**src/rtl/pc_ras.sv**
```systemverilog
// Fetch-stage program counter with a circular return-address stack, stall hold
// and exception redirect with EPC capture.
module pc_ras #(
  parameter int               WIDTH      = 32,
  parameter logic [WIDTH-1:0] START_ADDR = '0,
  parameter int               INC        = 4,
  parameter logic [31:0]      EXC_VECTOR = 32'h80000180,
  parameter int               DEPTH      = 4
) (
  input  logic             clk,
  input  logic             rst,
  input  logic             stall,
  input  logic             branch,
  input  logic [WIDTH-1:0] boff,
  input  logic             jump,
  input  logic             call,
  input  logic [WIDTH-1:0] jaddr,
  input  logic             ret,
  input  logic [WIDTH-1:0] ra_in,
  input  logic             exc,
  output logic [WIDTH-1:0] pc_out,
  output logic [WIDTH-1:0] epc,
  output logic             ras_empty,
  output logic             ras_full,
  output logic             ras_underflow
);

  localparam int PW = (DEPTH > 1) ? $clog2(DEPTH) : 1;
  localparam int CW = $clog2(DEPTH + 1);
  localparam logic [WIDTH-1:0] EXC_W = WIDTH'(EXC_VECTOR);
  localparam logic [WIDTH-1:0] INC_W = WIDTH'(INC);

  // Stack pointer arithmetic wraps at DEPTH, which need not be a power of two.
  function automatic logic [PW-1:0] ptr_inc(input logic [PW-1:0] p);
    return (p == PW'(DEPTH - 1)) ? '0 : p + PW'(1);
  endfunction

  function automatic logic [PW-1:0] ptr_dec(input logic [PW-1:0] p);
    return (p == '0) ? PW'(DEPTH - 1) : p - PW'(1);
  endfunction

  logic        [WIDTH-1:0] pc_p1, epc_p1;
  logic        [WIDTH-1:0] pc_p0, epc_p0;
  logic        [WIDTH-1:0] seq_pc_p0;
  logic signed [WIDTH-1:0] boff_s;
  logic        [WIDTH-1:0] stack [DEPTH];
  logic        [PW-1:0]    top_p1, top_p0, top_up;
  logic        [CW-1:0]    cnt_p1, cnt_p0;
  logic                    push_p0, uf_p0;

  assign boff_s    = boff;
  assign seq_pc_p0 = pc_p1 + INC_W;
  assign top_up    = ptr_inc(top_p1);

  // Stage p0: next-state selection in priority order.
  always_comb begin
    pc_p0   = pc_p1;
    epc_p0  = epc_p1;
    cnt_p0  = cnt_p1;
    top_p0  = top_p1;
    push_p0 = 1'b0;
    uf_p0   = 1'b0;
    if (exc) begin
      pc_p0  = EXC_W;
      epc_p0 = pc_p1;
      cnt_p0 = '0;
    end else if (stall) begin
      pc_p0 = pc_p1;
    end else if (ret) begin
      if (cnt_p1 != '0) begin
        pc_p0  = stack[top_p1];
        cnt_p0 = cnt_p1 - CW'(1);
        top_p0 = ptr_dec(top_p1);
      end else begin
        pc_p0 = ra_in;
        uf_p0 = 1'b1;
      end
    end else if (call) begin
      pc_p0   = jaddr;
      push_p0 = 1'b1;
      top_p0  = top_up;
      // A full stack overwrites its oldest slot, so the count saturates.
      cnt_p0  = (cnt_p1 == CW'(DEPTH)) ? cnt_p1 : cnt_p1 + CW'(1);
    end else if (jump) begin
      pc_p0 = jaddr;
    end else if (branch) begin
      pc_p0 = WIDTH'($signed(seq_pc_p0) + boff_s);
    end else begin
      pc_p0 = seq_pc_p0;
    end
  end

  // Stage p1: architectural state and registered flags.
  always_ff @(posedge clk) begin
    if (rst) begin
      pc_p1         <= START_ADDR;
      epc_p1        <= '0;
      cnt_p1        <= '0;
      top_p1        <= '0;
      ras_empty     <= 1'b1;
      ras_full      <= 1'b0;
      ras_underflow <= 1'b0;
    end else begin
      pc_p1         <= pc_p0;
      epc_p1        <= epc_p0;
      cnt_p1        <= cnt_p0;
      top_p1        <= top_p0;
      ras_empty     <= (cnt_p0 == '0);
      ras_full      <= (cnt_p0 == CW'(DEPTH));
      ras_underflow <= uf_p0;
    end
  end

  always_ff @(posedge clk) begin
    if (!rst && push_p0) stack[top_up] <= seq_pc_p0;
  end

  assign pc_out = pc_p1;
  assign epc    = epc_p1;

endmodule

```
**config.mk**
```make
export PLATFORM = sky130hd
export DESIGN_NAME = pc_ras
export DESIGN_NICKNAME = d
export VERILOG_FILES = /design/src/rtl/pc_ras.sv
export SDC_FILE = /design/constraint.sdc
export NUM_CORES = 1
export LEC_CHECK = 0
export BUFFER_PORTS_ARGS = -buffer_cell sky130_fd_sc_hd__buf_2
export CAP_MARGIN = 15
export CORE_MARGIN = 3
export CORE_UTILIZATION = 30
export CTS_BUF_LIST = sky130_fd_sc_hd__clkbuf_8
export CTS_CLUSTER_DIAMETER = 30
export DETAILED_ROUTE_END_ITERATION = 6
export PLACE_DENSITY_LB_ADDON = 0.05
export SLEW_MARGIN = 40
export SYNTH_ARGS = -nofsm -noshare
export SYNTH_HDL_FRONTEND = slang
export SYNTH_SLANG_ARGS = --single-unit
```
**constraint.sdc**
```tcl
create_clock -name clk -period 6.23 [get_ports clk]
set_input_delay 0 -clock clk [delete_from_list [all_inputs] [get_ports clk]]
set_output_delay 0 -clock clk [all_outputs]
set_load 0.1 [all_outputs]
```
# Yosys cells after proc, flatten, opt, wreduce, memory -nomap -nowiden
# Memories as Yosys holds them, arrays and structs flattened. A register that Yosys moved wholly into a read port is not among the register bits.
# Cells that the tools add are included.
[totals]
reg_bits = 72
mem_bits_rw = 128
in_bits = 104
out_inout_bits = 67
word_cells = 59
mem_count = 1
[op_classes]
addsub = 6
n_eq_ne = 5
n_mux = 27
bitwise_logic = 3
n_reduce_logical = 9
[mem_list]
columns = ["name", "depth", "width", "rd", "rd_clocked_by_memory_dff", "wr", "line_no", "rtl"]
rows = [
  ["stack", 4, 32, 1, 1, 1, "46", "logic [WIDTH-1:0] stack [DEPTH];"],
]
[op_table]
columns = ["operator", "count"]
rows = [
  ["two-way mux 32 bit", 7],
  ["adder 32 x 3 -> 32 bit, second input constant", 1],
  ["adder 32 bit", 1],
  ["two-way mux 3 bit", 6],
  ["two-way mux 2 bit", 7],
  ["two-way mux 1 bit", 7],
  ["equality test 3 bit, second input constant", 2],
  ["inequality test 2 x 1 -> 1 bit, second input constant", 2],
  ["AND reduction 4 bit", 1],
  ["OR reduction 4 bit", 1],
  ["adder 3 x 1 -> 3 bit, second input constant", 1],
  ["logical NOT 3 bit", 1],
  ["NOT 1 bit", 3],
  ["nonzero test 3 bit", 1],
  ["subtractor 3 x 1 -> 3 bit, second input constant", 1],
  ["adder 2 x 1 -> 2 bit, second input constant", 1],
  ["equality test 2 bit, second input constant", 1],
  ["logical NOT 2 bit", 1],
  ["nonzero test 2 bit", 1],
  ["OR reduction 2 bit", 1],
  ["subtractor 2 x 1 -> 2 bit, second input constant", 1],
  ["logical AND 1 bit", 1],
  ["logical NOT 1 bit", 1],
]

# Logic depth before layout (Yosys ltp)
[logic_depth]
word_depth = 8
mapped_depth = 17
ltp_nobuf = 16

# Worst setup path before layout
# OpenSTA, ideal clock, no wires.
[synth_timing]
path_kind = "register to register"
startpoint = "reg pc_p1[2], in the netlist pc_out[2]"
endpoint = "reg pc_p1[31], in the netlist pc_out[31]"
setup_ps = 116
arrival_time_ps = 4318
t_required_ps = 6114
setup_slack_ps = 1796
stages_incl_launch_ff = 18
path_buffers = 1
synth_period_minus_slack_ps = 4434
path_cell_list = "dfxtp_1 ha_1 nand3_1 nor2_1 nand4_1 nor4_1 xor2_1 ha_1 clkbuf_1 a21o_1 o21bai_1 nor3_1 nand3_1 nand2_1 o31ai_1 xor2_1 a211oi_1 and3b_1"
[synth_via]
elab_chain_len = 8
[synth_rtl]
columns = ["item", "line_no", "rtl"]
rows = [
  ["start: declaration", "42", "logic [WIDTH-1:0] pc_p1, epc_p1;"],
  ["start signal: assignment", "104", "pc_p1 <= pc_p0;"],
  ["adder 32 x 3 -> 32 bit", "52", "assign seq_pc_p0 = pc_p1 + INC_W;"],
  ["via seq_pc_p0[22]", "44", "logic [WIDTH-1:0] seq_pc_p0;"],
  ["adder 32 bit", "87", "pc_p0 = WIDTH'($signed(seq_pc_p0) + boff_s);"],
  ["two-way mux 32 bit", "86", "end else if (branch) begin"],
  ["two-way mux 32 bit", "84", "end else if (jump) begin"],
  ["two-way mux 32 bit", "78", "end else if (call) begin"],
  ["two-way mux 32 bit", "69", "end else if (ret) begin"],
  ["two-way mux 32 bit", "67", "end else if (stall) begin"],
  ["two-way mux 32 bit", "63", "if (exc) begin"],
]
# The timed path passes the listed nets, and every way through them passes these cells. The select of a mux whose other input is x is not followed.
# A chain may end at the register's enable or synchronous reset.

# Worst setup path in the final report
# Ends and elaborated chain as after synthesis.

==> flow_summary.toml <==
[outcome]
status = "finished, final reports clean"

[synthesis]
yosysUniqueCellTypes = 67
synth_compound_area_share_pct = 15.9
muxShareOfSynthArea_pct = 10.3
yosys.area_share.adder_pct = 5.11
synth.avg_cell_area_um2 = 11.1
ys_ff_latch = 202
syn_inst = 964
synthXorXnorAreaFrac_pct = 4.51
synth_edf_count = 128
synth_nets = 1111
synthFlopType = "edfxtp_1"
synth_top_family_by_area = "compound AO/OA/AOI/OAI gates"
synth_async_sr_flop_share_pct = 0
synthesis.area_mm2 = 0.0107
yosysWarnings = 0
seq_area_frac_synth_pct = 49.9
synthSimpleGateAreaFrac_pct = 11.2

[layout]
fin_nets = 1369
drive_above_1_share_pct = 26.4
final_common_cell = "buf_2"
area_growth_syn_to_layout_pct = 32.6
layout_common_cells = "buf_2, edfxtp_1, nor2_1, dfxtp_1, nand2_1"
instances_no_fill = 1725
antenna_cells = 0

[critical_path]
slowest_stage = "nor2b_1"
cp.required_ps = 6720
cp_slowest_stage_delay_ps = 570
criticalPathCategory = "reg -> reg"
path_cells = "and4_1 > and3_1 > and4_1 > nor2b_1 > nand3_1 > xnor2_1 > ha_1 > a21o_1 > a21oi_1 > o21ai_0 > a21o_1 > a21oi_1 > o31ai_1 > xor2_1 > a211oi_1 > and3b_1 > dlygate4sd3_1"
path_max_fanout = 12
timing.critical_path.arrival_ps = 5860
critical_path.startpoint_type = "register"
cp-end-kind = "register"

[floorplanning]
ioPinCount = 171
die_x_um = 195
fp.dieArea_mm2 = 0.0379
start_util_pct = 30.7
die_h_um = 195
core_area_mm2 = 0.0348
rows = 68

[grt]
track_usage_pct = 21.2
grt_pass1_vias = 9395
antenna_found_initial = 0
grt_pass1_wl_um = 60700
grt_max_degree = 45
grt_overflow = 0

[clocking]
clock_latency_ps = 610
cts_tree = "done"
h-tree-depth = 2
cts_root_buf = "clkbuf_8"
cts_inserted_buffers = 58
clk_pin_slew_ps = 60
clk_path_buf_depth = 3
cts_num_sinks = 202

[sta]
tightestPinTransition_ps = 859
final_max_slew_viol_count = 0
fmax_mhz = 186
setup_violations = 0
period_share_pct = 86.1
finClkSkew_ps = 33.3
max_slew_margin_pct = 42.3
setup_tns_ps = 0
post-route-min-period_ps = 5360
rsz0062_at_grt = "no"
hold_viol = 0

[detailed_routing]
wirelength_um = 40800
drc = 0
drt_iter0_drc = 536
routed_via_density = 5.25
dr.pass1.iters = 5
num_vias = 9062
ant_nets = 0
wire_per_inst_um = 23.6

[placed_design]
io_buffers = 170
dp_hpwl_um = 28400
placed_cells = 1548
place_congestion = 0.869

[power_and_ir_drop]
power_density_mw_per_mm2 = 307
ir_drop_v = 0.000198
p_leak_uw = 0.00564

[worst_hold_path]
worst_hold_path_type = "in -> reg"

[job]
cap_violations = 0
==> metal layers <==
layer | wire (um) | vias to the layer above | global-route usage [%] | part of all wire, %
met2 | 18700 | 291 | 33.9 | 46
met3 | 2450 | 78 | 4.37 | 6.0
met1 | 18500 | 4484 | 29.1 | 45
met4 | 1110 | 0 | 6.70 | 2.7
li1 | - | 4209 | - | -
met5 | 0 | - | 0 | 0
==> registers in the layout (all words and copies together), names as in the netlist, named ones only <==
signal	count
ras_empty	1
top_p1	2
cnt_p1	3
ras_underflow	1
ras_full	1
epc	32
stack	128
pc_out	30
==> cells in the mapped netlist, types with 7 or more instances <==
master / instances / share of area (%)
mux2i_1: 37 / 3.5
o21ai_0: 54 / 2.5
xnor2_1: 43 / 3.5
nand2_1: 72 / 2.5
nand3_1: 20 / 0.94
nor3_1: 15 / 0.70
o211ai_1: 9 / 0.63
nor2b_1: 9 / 0.53
a21o_1: 12 / 0.84
a221oi_1: 27 / 2.2
dfxtp_1: 74 / 14
clkbuf_1: 47 / 1.7
xor2_1: 12 / 0.98
and3_1: 7 / 0.41
and2_1: 7 / 0.41
nor2_1: 90 / 3.2
a21oi_1: 71 / 3.3
o21a_1: 8 / 0.56
nand4_1: 10 / 0.59
edfxtp_1: 128 / 36
a211oi_1: 13 / 0.91
ha_1: 42 / 4.9
inv_1: 24 / 0.84
mux4_2: 32 / 6.7
a221o_1: 9 / 0.84
==> cells by family after synthesis <==
| group | Yosys count |
|---|---|
| AND/OR/NAND/NOR | 260 |
| AO/OA/AOI/OAI | 252 |
| flip-flops | 202 |
| buffers and inverters | 82 |
| multiplexers | 70 |
| XOR/XNOR | 55 |
| adder cells (fa/ha/maj) | 43 |
==> through the flow <==
step	power [uW]	cell area (um2)	setup slack (ps)	hold WS [ps]	utilization [%]
6_report	4350	14200	866	38.0	40.7
2_1_floorplan	1890	10700	1800	88.4	-
4_1_cts	4400	14200	931	6.65	40.7
3_5_place_dp	2070	12000	1500	320	34.5
3_3_place_gp	2070	12000	1680	321	34.5
5_1_grt	4520	14200	390	81.1	40.7
==> critical path, delay by kind of cell (launching register included) <==
kind	cells	cell delay, ps
fa+ha+maj	1	460
xor+xnor	2	640
compound gates	7	1230
buf+inv	1	540
simple gates	6	1890
flops	1	490
==> power by group <==
part           switching (uW)  internal [uW]
sequential               34.7           1450
combinational             400            205
clock                     766           1500
==> worst paths after layout <==
check | from | to | slack [ps] | cells after the start
max reg2reg | pc_out[2] | pc_out[31] | 870 | 17
min reg2reg | epc[29] | epc[29] | 490 | 2
max | pc_out[2] | pc_out[31] | 870 | 17
min | boff[12] | pc_out[12] | 40 | 5
==> repair_timing <==
item,4_1_cts,5_1_grt
setup buffers,0,0
hold endpoints to repair,68,0
setup endpoints to repair,0,0
resized for setup,0,0
hold buffers,69,0
==> cell type report <==
class | instances | area (um2)
tap | 455 | 569
fill | 3427 | 20600
timing repair buffer | 256 | 1670
multi-input combinational | 680 | 5040
sequential | 202 | 5330
clock inverter | 48 | 637
clock buffer | 60 | 826
inverter | 24 | 90.1
(Power assumes the default switching activity.)
